--- src/rtl/xe1ap_port_ctrl.sv ---
// Console joypad port sequencer for the XE-1AP analog-pad emulator: syncs REQ, freezes a coherent
// input snapshot per transaction, forwards REQ, counts nibble strobes and aborts hung trains.
module xe1ap_port_ctrl #(
  parameter int CLKPERUSEC = 50,
  parameter int TIMEOUT_US = 500,
  parameter int HOLDOFF_US = 20
) (
  input  logic        clk_sys,
  input  logic        reset,
  input  logic        req_in,
  input  logic [31:0] joy_in,
  input  logic [15:0] lana_in,
  input  logic [15:0] rana_in,
  input  logic        trg1_in,
  input  logic        trg2_in,
  output logic        req_out,
  output logic        xe_reset,
  output logic [31:0] joy_snap,
  output logic [15:0] lana_snap,
  output logic [15:0] rana_snap,
  output logic        busy,
  output logic        done,
  output logic        timeout_err,
  output logic [15:0] frame_cnt,
  output logic [7:0]  err_cnt
);

  localparam int PS_W   = (CLKPERUSEC > 1) ? $clog2(CLKPERUSEC) : 1;
  localparam int US_MAX = (TIMEOUT_US > HOLDOFF_US) ? TIMEOUT_US : HOLDOFF_US;
  localparam int US_W   = $clog2(US_MAX + 1);

  localparam logic [PS_W-1:0] PS_LAST    = PS_W'(CLKPERUSEC - 1);
  localparam logic [US_W-1:0] US_TIMEOUT = US_W'(TIMEOUT_US);
  localparam logic [US_W-1:0] US_HOLDOFF = US_W'(HOLDOFF_US);
  localparam logic [US_W-1:0] US_SAT     = US_W'(US_MAX);
  localparam logic [3:0]      NIB_LAST   = 4'd12;

  typedef enum logic [2:0] {
    S_IDLE,
    S_LATCH,
    S_RUN,
    S_ABORT,
    S_GAP
  } state_t;

  state_t          state;
  logic            req_s1, req_s2;
  logic            trg1_q, trg2_q, trg2_prev;
  logic [PS_W-1:0] presc;
  logic [US_W-1:0] usec;
  logic [3:0]      nib;
  logic            abort_hold;

  logic            req_rise;
  logic            trg2_fall;
  logic            usec_tick;
  logic [US_W-1:0] usec_inc;
  logic [3:0]      nib_inc;
  logic            frame_complete;
  logic            run_expired;
  logic            gap_expired;

  assign req_rise       = req_s1 & ~req_s2;
  assign trg2_fall      = trg2_prev & ~trg2_q;
  assign usec_tick      = (presc == PS_LAST);
  assign usec_inc       = (usec == US_SAT) ? usec : usec + US_W'(1);
  assign nib_inc        = (nib == 4'hF) ? nib : nib + 4'd1;
  assign frame_complete = (nib == NIB_LAST) & ~trg1_q & trg2_q;
  assign run_expired    = (usec == US_TIMEOUT);
  assign gap_expired    = (usec == US_HOLDOFF);

  // Input conditioning and the free-running microsecond prescaler.
  // REQ idles high, so its synchronizer resets to 1 to avoid a phantom rise after reset.
  always_ff @(posedge clk_sys or posedge reset) begin
    if (reset) begin
      req_s1    <= 1'b1;
      req_s2    <= 1'b1;
      trg1_q    <= 1'b0;
      trg2_q    <= 1'b0;
      trg2_prev <= 1'b0;
      presc     <= '0;
    end else begin
      // NOTE: sequential state uses non-blocking assignments so every flop samples pre-edge values.
      req_s1    <= req_in;
      req_s2    <= req_s1;
      trg1_q    <= trg1_in;
      trg2_q    <= trg2_in;
      trg2_prev <= trg2_q;
      presc     <= usec_tick ? '0 : presc + PS_W'(1);
    end
  end

  always_ff @(posedge clk_sys or posedge reset) begin
    if (reset) begin
      state       <= S_IDLE;
      req_out     <= 1'b1;
      xe_reset    <= 1'b1;
      joy_snap    <= '0;
      lana_snap   <= '0;
      rana_snap   <= '0;
      busy        <= 1'b0;
      done        <= 1'b0;
      timeout_err <= 1'b0;
      frame_cnt   <= '0;
      err_cnt     <= '0;
      usec        <= '0;
      nib         <= '0;
      abort_hold  <= 1'b0;
    end else begin
      done        <= 1'b0;
      timeout_err <= 1'b0;
      xe_reset    <= 1'b0;
      if (usec_tick) usec <= usec_inc;

      case (state)
        S_IDLE: begin
          if (req_rise) begin
            joy_snap  <= joy_in;
            lana_snap <= lana_in;
            rana_snap <= rana_in;
            req_out   <= 1'b0;
            busy      <= 1'b1;
            state     <= S_LATCH;
          end else begin
            req_out <= req_s2;
          end
        end

        // Snapshot has been stable for a full cycle before the emulator sees REQ rise.
        S_LATCH: begin
          req_out <= 1'b1;
          nib     <= '0;
          usec    <= '0;
          state   <= S_RUN;
        end

        S_RUN: begin
          req_out <= 1'b1;
          if (trg2_fall) nib <= nib_inc;
          if (frame_complete) begin
            done      <= 1'b1;
            frame_cnt <= frame_cnt + 16'd1;
            usec      <= '0;
            state     <= S_GAP;
          end else if (run_expired) begin
            timeout_err <= 1'b1;
            if (err_cnt != 8'hFF) err_cnt <= err_cnt + 8'd1;
            xe_reset    <= 1'b1;
            abort_hold  <= 1'b0;
            state       <= S_ABORT;
          end
        end

        // Emulator reset spans the entry cycle plus one more.
        S_ABORT: begin
          req_out <= 1'b1;
          if (abort_hold) begin
            usec  <= '0;
            state <= S_GAP;
          end else begin
            xe_reset   <= 1'b1;
            abort_hold <= 1'b1;
          end
        end

        S_GAP: begin
          req_out <= 1'b1;
          if (gap_expired) begin
            busy  <= 1'b0;
            state <= S_IDLE;
          end
        end

        default: state <= S_IDLE;
      endcase
    end
  end

endmodule

--- config.mk ---
export PLATFORM = sky130hd
export DESIGN_NAME = xe1ap_port_ctrl
export DESIGN_NICKNAME = d
export VERILOG_FILES = /design/src/rtl/xe1ap_port_ctrl.sv
export SDC_FILE = /design/constraint.sdc
export NUM_CORES = 1
export LEC_CHECK = 0
export ABC_AREA = 1
export BUFFER_PORTS_ARGS = -buffer_cell sky130_fd_sc_hd__buf_2
export CAP_MARGIN = 20
export CORE_MARGIN = 5
export CORE_UTILIZATION = 40
export CTS_BUF_LIST = sky130_fd_sc_hd__clkbuf_8
export CTS_CLUSTER_DIAMETER = 30
export DETAILED_ROUTE_END_ITERATION = 10
export SLEW_MARGIN = 20
export SYNTH_ARGS = -nofsm -noshare
export SYNTH_HDL_FRONTEND = slang
export SYNTH_SLANG_ARGS = --single-unit
--- constraint.sdc ---
create_clock -name clk_sys -period 9.6 [get_ports clk_sys]
set_clock_uncertainty 0.15 [all_clocks]
set_input_delay 0.96 -clock clk_sys [delete_from_list [all_inputs] [get_ports clk_sys]]
set_output_delay 0.96 -clock clk_sys [all_outputs]
set_load 0.01 [all_outputs]
==> reports/qor.log, run 1 <==
qor: grt.grt_antenna_before_repair 0
qor: route.vias_per_cell 4.66
qor: timing.hold_viol 0
qor: pwr.internal_power 1280 uW
qor: cells_and_area.regArea 0.00303 sq mm
qor: clocking.cts_tree done
qor: timing.worst_hold_slack 0.212 ns
qor: route.vias 4030
qor: synth.yosys.cell_count.top_type dfrtp_1
qor: placed_design.io_buffer_count 161
qor: clocking.cts_htree_levels 4
qor: worst_setup_path.worst-setup-path-type reg2reg
qor: timing.period_needed 2.34 ns
qor: cells_and_area.multi_input_comb_area 0.00226 sq mm
qor: synth.synth.distinct_cells 29
qor: synth.synth_top_area_cell dfrtp_1
qor: route.drcViolationCount 0
qor: clocking.cts_buffer_depth 2
qor: cells_and_area.fin_util 50.5%
qor: grt.globalRouteTotalUtil 14.5%
qor: timing.slew-limit-headroom 37.8%
qor: pwr.combinationalPowerShare 34.4%
qor: worst_setup_path.cp_data_required_time 9.76 ns
qor: hold_path.worst_min_path_start req_s1
qor: pwr.p_per_area 268 mW/mm^2
qor: route.drtIter0Drc 215
qor: worst_setup_path.endpoint_kind flop
qor: run.cap_viol_max_count 0
qor: synth.synth_common_cells dfrtp_1, nand2_1, mux2_4
qor: worst_setup_path.crit_fanout 55
qor: clocking.root_buffer clkbuf_8
qor: timing.report.final.setup_viol 0
qor: timing.timing_worst_slew_pin_value 0.933 ns
qor: cells_and_area.num-nets-final 750
qor: synth.postSynthAreaPerCell 11.1 sq um
qor: cells_and_area.layout.filler_cells 1261
qor: worst_setup_path.worst_r2r_startpoint state[0]
qor: synth.synth_enable_flop_cells 0
qor: synth.asyncSetResetFlopFracSynth 100%
qor: synth.synth_seq_area_share 54.7%
qor: placed_design.dp_slack 6.95 ns
qor: floorplanning.boundaryPins 162
qor: pwr.swShare 31.4%
qor: pwr.power.leakage 0.00364 uW
qor: floorplanning.floorplan.initialDensity 40.4%
qor: synth.synth.cell_area 0.00554 sq mm
qor: timing.final_critical_path_setup_slack 7.26 ns
qor: grt.global_route_wire_length_before_repair 19100 um
qor: pwr.peak_ir_drop_on_the_vdd_network 0.142 mV
qor: clocking.number_of_gates_given_a_new_drive_strength_after_cts 0
qor: floorplanning.chipWidth 128 um
qor: floorplanning.area_inside_the_core_boundary 0.0137 sq mm
qor: synth.synth_cells 499
qor: placed_design.place.gp.congestion 0.842
qor: cells_and_area.postLayoutCellArea 0.00692 sq mm
qor: floorplanning.die_area 0.0163 sq mm
qor: clocking.cts_hold_repair.buffers 0
qor: pwr.power.clock.fraction 24.8%
qor: synth.most_frequently_used_flop_master_after_synthesis dfrtp_1
qor: grt.gr-total-overflow 0
qor: pwr.portion_of_total_power_attributed_to_sequential_cells 40.9%
qor: timing.grt_setup_unrepaired no
qor: worst_setup_path.cp-start-kind flop
qor: route.routed_wl 11800 um
qor: grt.pin_count_of_the_biggest_net_entering_global_routing 76
qor: placed_design.dp.final_hpwl 8670 um
qor: clocking.numCtsBuffers 17
qor: synth.yosys_register_bits 121
qor: synth.synth.area.top_cells dfrtp_1, mux2_4, nand2_1
qor: hold_path.min_path_type reg2reg
qor: run_status.run_status completed
qor: synth.synth.yosys.warnings 0
qor: timing.final_max_slew_viol_count 0
qor: grt.grt_pass1_vias 4030
qor: route.firstDrtPassIters 4
qor: timing.maxClockFrequency 428 MHz
qor: clocking.clkSlewWorstSetupHoldPaths 0.07 ns
qor: timing.fin_crit_sh 24.3%
qor: floorplanning.core.rowCount 43
qor: worst_setup_path.cp.arrival 2.49 ns
qor: route.antenna_violating_nets_post_route 0
qor: clocking.clock_insertion_delay_worst_skew 0.43 ns
qor: pwr.switching_power 583 uW
qor: floorplanning.die_height 128 um
qor: cells_and_area.post_route_cells_drive_above_1_share 41.2%
qor: synth.area_fraction_of_the_dominant_cell_type_after_synthesis 52.8%
qor: clocking.post_cts_buffers 0
qor: worst_setup_path.crit_path_start state[0]
qor: synth.synthesis.nets 576
qor: cells_and_area.area_delta_synth_final 24.8%
qor: placed_design.dpl_cell_area 0.00652 sq mm
qor: clocking.cts_sinks 121
qor: cells_and_area.diodes 0
qor: timing.setup_total_negative_slack 0 ns
qor: route.route.detailed.wl_per_inst 13.7 um
-- per-stage QoR --
stage,cells,total power [uW]
2_1_floorplan,499,1190
3_3_place_gp,834,1400
3_5_place_dp,834,1410
4_1_cts,864,1880
5_1_grt,864,1970
6_report,864,1860
-- worst max-delay path, stage by stage (launching register included) --
cell and delay [ns]:
dfrtp_1 0.50, nor2_4 0.10, nand3_4 0.22, buf_4 0.75
mux2_2 0.41
-- flip-flops by register name, summed over array words and instances, names as in the netlist --
signal       flops
usec             9
joy_snap        32
req_out          1
trg2_q           1
timeout_err      1
frame_cnt       16
xe_reset         1
req_s2           1
req_s1           1
lana_snap       16
abort_hold       1
done             1
err_cnt          8
nib              4
rana_snap       16
state            3
trg1_q           1
presc            6
busy             1
trg2_prev        1
-- power by group through the flow --
stage                     combinational (uW)  sequential, uW  clock [uW]
after floorplan                          364             822           0
after global placement                   634             763           0
after detailed placement                 649             764           0
after CTS                                651             761         473
after global routing                     696             776         495
final                                    639             759         460
-- worst paths after layout --
check | to | slack [ns] | depth (start not counted)
setup / recovery | rana_snap[6] | 7.26 | 4
hold / removal | req_s2 | 0.21 | 0
setup reg to reg | rana_snap[6] | 7.26 | 4
hold reg to reg | req_s2 | 0.21 | 0
max in group asynchronous | usec[4] | 7.51 | 3
min in group asynchronous | rana_snap[8] | 0.45 | 2
-- final cells by class --
| class | count | share of cell area [%] |
|---|---|---|
| sequential | 121 | 43.8 |
| multi-input combinational | 323 | 32.7 |
| timing repair buffer | 163 | 11.9 |
| clock buffer | 20 | 3.98 |
| tap | 180 | 3.25 |
| inverter | 47 | 2.58 |
| clock inverter | 10 | 1.83 |
-- placed cells by master, fill, tap and decap left out, drive strengths merged, types with 8 or more instances in the layout --
cell type	n
buf	163
o21ai	14
xnor2	13
nor3	9
nor2	47
inv	48
dfrtp	117
mux2	64
xor2	8
nand2	109
clkbuf	20
ha	8
nand3	26
nand4	12
-- cells by family after synthesis --
kind of cell	Yosys count	synth area share, %
AND/OR/NAND/NOR	204	16.5
buffers and inverters	55	4.63
XOR/XNOR	21	3.32
multiplexers	64	16.3
adder cells (fa/ha/maj)	8	1.81
flip-flops	121	54.7
AO/OA/AOI/OAI	26	2.69
-- per-layer routing --
metal  GRT usage [%]  vias up  routed length (um)
li1                -     1971                   -
met1            18.2     1914                5120
met2            22.8      126                5540
met3            5.33       19                 948
met4            5.87        0                 189
met5               0        -                   0
Power figures use the tool's default switching activity.
==> inputs of run 2 (changes only) <==
--- a/config.mk
+++ b/config.mk
@@ -13,6 +13,7 @@
 export CTS_BUF_LIST = sky130_fd_sc_hd__clkbuf_8
 export CTS_CLUSTER_DIAMETER = 30
 export DETAILED_ROUTE_END_ITERATION = 10
+export PLACE_DENSITY = 0.67
 export SLEW_MARGIN = 20
 export SYNTH_ARGS = -nofsm -noshare
 export SYNTH_HDL_FRONTEND = slang
==> constraint.sdc (replaced) <==
create_clock -name clk_sys -period 2 [get_ports clk_sys]
set_clock_uncertainty 0.15 [all_clocks]
set_input_delay 0.2 -clock clk_sys [delete_from_list [all_inputs] [get_ports clk_sys]]
set_output_delay 0.2 -clock clk_sys [all_outputs]
set_load 0.01 [all_outputs]
==> reports/qor.log, run 2 (synthesis gave the netlist of run 1 again) <==
qor: floorplanning.die_height 128 um
qor: clocking.root_buffer clkbuf_8
qor: clocking.cts_tree done
qor: placed_design.io_buffer_count 161
qor: timing.timing_worst_slew_pin_value 0.588 ns
qor: route.drtIter0Drc 180
qor: route.route.detailed.wl_per_inst 14.3 um
qor: timing.maxClockFrequency 540 MHz
qor: pwr.p_per_area 1180 mW/mm^2
qor: run_status.run_status completed
qor: route.antenna_violating_nets_post_route 0
qor: cells_and_area.layout.filler_cells 1174
qor: grt.grt_antenna_before_repair 0
qor: pwr.power.leakage 0.00392 uW
qor: placed_design.dp.final_hpwl 9050 um
qor: timing.report.final.setup_viol 0
qor: route.firstDrtPassIters 6
qor: cells_and_area.fin_util 55.5%
qor: grt.global_route_wire_length_before_repair 22000 um
qor: timing.final_max_slew_viol_count 0
qor: cells_and_area.regMostFlops joy_snap
qor: grt.globalRouteTotalUtil 16.9%
qor: hold_path.min_path_type reg2reg
qor: worst_setup_path.cells_along_the_critical_path inv_1, ha_1, nand2_1, nor2_1, nand3_4, nor2_4, nand2_2, nand2_1, o21ai_0
qor: timing.slew-limit-headroom 60.5%
qor: clocking.clkSlewWorstSetupHoldPaths 0.07 ns
qor: cells_and_area.regArea 0.00303 sq mm
qor: timing.period_needed 1.85 ns
qor: cells_and_area.largest_register_ff_count 32
qor: clocking.clock_insertion_delay_worst_skew 0.44 ns
qor: floorplanning.die_area 0.0163 sq mm
qor: worst_setup_path.critical_path_buf_inv_count 1
qor: cells_and_area.multi_input_comb_area 0.00227 sq mm
qor: worst_setup_path.timing.critical_path.max_delay_family simple AND/OR/NAND/NOR gates
qor: worst_setup_path.cp_data_required_time 2.17 ns
qor: placed_design.dp_slack 0.155 ns
qor: clocking.cts_buffer_depth 2
qor: placed_design.place.gp.congestion 0.839
qor: timing.fin_crit_sh 92.5%
qor: timing.hold_viol 0
qor: cells_and_area.most_common_cell_after_layout_fill_and_taps_aside buf_2
qor: route.vias_per_cell 4.70
qor: worst_setup_path.worst-setup-path-type reg2reg
qor: cells_and_area.postLayoutCellArea 0.00762 sq mm
qor: cells_and_area.layout.cells.most_common_list buf_2, dfrtp_1, nand2_1
qor: floorplanning.boundaryPins 162
qor: cells_and_area.diodes 0
qor: route.drcViolationCount 0
qor: pwr.totalPowerFinal 8970 uW
qor: cells_and_area.post_route_cells_drive_above_1_share 37.5%
qor: timing.final_critical_path_setup_slack 0.149 ns
qor: worst_setup_path.worst_path_largest_cell_delay 0.41 ns
qor: clocking.numCtsBuffers 17
qor: pwr.peak_ir_drop_on_the_vdd_network 0.631 mV
qor: worst_setup_path.cp.arrival 2.02 ns
qor: worst_setup_path.cp-start-kind flop
qor: floorplanning.floorplan.initialDensity 40.4%
qor: grt.pin_count_of_the_biggest_net_entering_global_routing 81
qor: timing.setup_total_negative_slack 0 ns
qor: route.routed_wl 13400 um
qor: placed_design.dpl_cell_area 0.00656 sq mm
qor: clocking.cts_htree_levels 4
qor: grt.gr-total-overflow 0
qor: floorplanning.chipWidth 128 um
qor: worst_setup_path.r2r_setup_slack 0.15 ns
qor: floorplanning.area_inside_the_core_boundary 0.0137 sq mm
qor: worst_setup_path.critPathSlowestCell dfrtp_1
qor: grt.grt_pass1_vias 4640
qor: floorplanning.core.rowCount 43
qor: cells_and_area.num-nets-final 820
qor: worst_setup_path.crit_top_cell nand2_1
qor: run.cap_viol_max_count 0
qor: worst_setup_path.crit_fanout 10
qor: worst_setup_path.endpoint_kind flop
qor: clocking.cts_sinks 121
qor: route.vias 4393
qor: cells_and_area.area_delta_synth_final 37.4%
==> run 2: stage by stage <==
stage | hold WS (ns) | cells
2_1_floorplan | 0.0545 | 499
3_3_place_gp | 0.157 | 836
3_5_place_dp | 0.156 | 836
4_1_cts | 0.222 | 934
5_1_grt | 0.229 | 934
6_report | 0.228 | 934
==> run 2: power breakdown <==
part,internal (uW),switching [uW]
sequential,3190,434
clock,1140,939
combinational,1730,1540
total,6060,2910
==> run 2: timing repair <==
item | CTS | global route
endpoints found under the setup margin | 0 | 3
endpoints found under the hold margin | 184 | 0
gates resized for setup | 0 | 1
buffers inserted | 0 | 0
hold buffers | 68 | 0
==> run 2: cell type report <==
cell class | count | area share, %
clock inverter | 11 | 1.41
timing repair buffer | 233 | 20.2
clock buffer | 19 | 3.43
tap | 180 | 2.96
sequential | 121 | 39.8
inverter | 47 | 2.36
multi-input combinational | 323 | 29.8
==> run 2: worst paths after layout <==
check                              from            to  cells past startpoint
min in group asynchronous         reset        nib[2]                      4
worst max register to register  usec[0]    err_cnt[2]                      9
worst max-delay path            usec[0]    err_cnt[2]                      9
worst min register to register   req_s1        req_s2                      0
worst min-delay path             req_s1        req_s2                      0
max in group asynchronous         reset  frame_cnt[5]                      4
==> run 2: routing by layer <==
layer	wire length (um)	global-route usage (%)	part of all wire, %	vias up
li1	-	-	-	2106
met1	5330	18.9	40	2124
met2	6770	28.8	51	130
met3	840	6.04	6.3	33
met4	433	7.87	3.2	0
met5	0	0	0	-
==> run 2: worst reg2reg max path, delay by kind of cell (launching register included) <==
kind | cells | cell delay, ns
and+or+nand+nor | 6 | 0.87
DFF | 1 | 0.41
buffers and inverters | 1 | 0.09
adders and majority gates | 1 | 0.14
AOI/OAI and AO/OA | 1 | 0.07
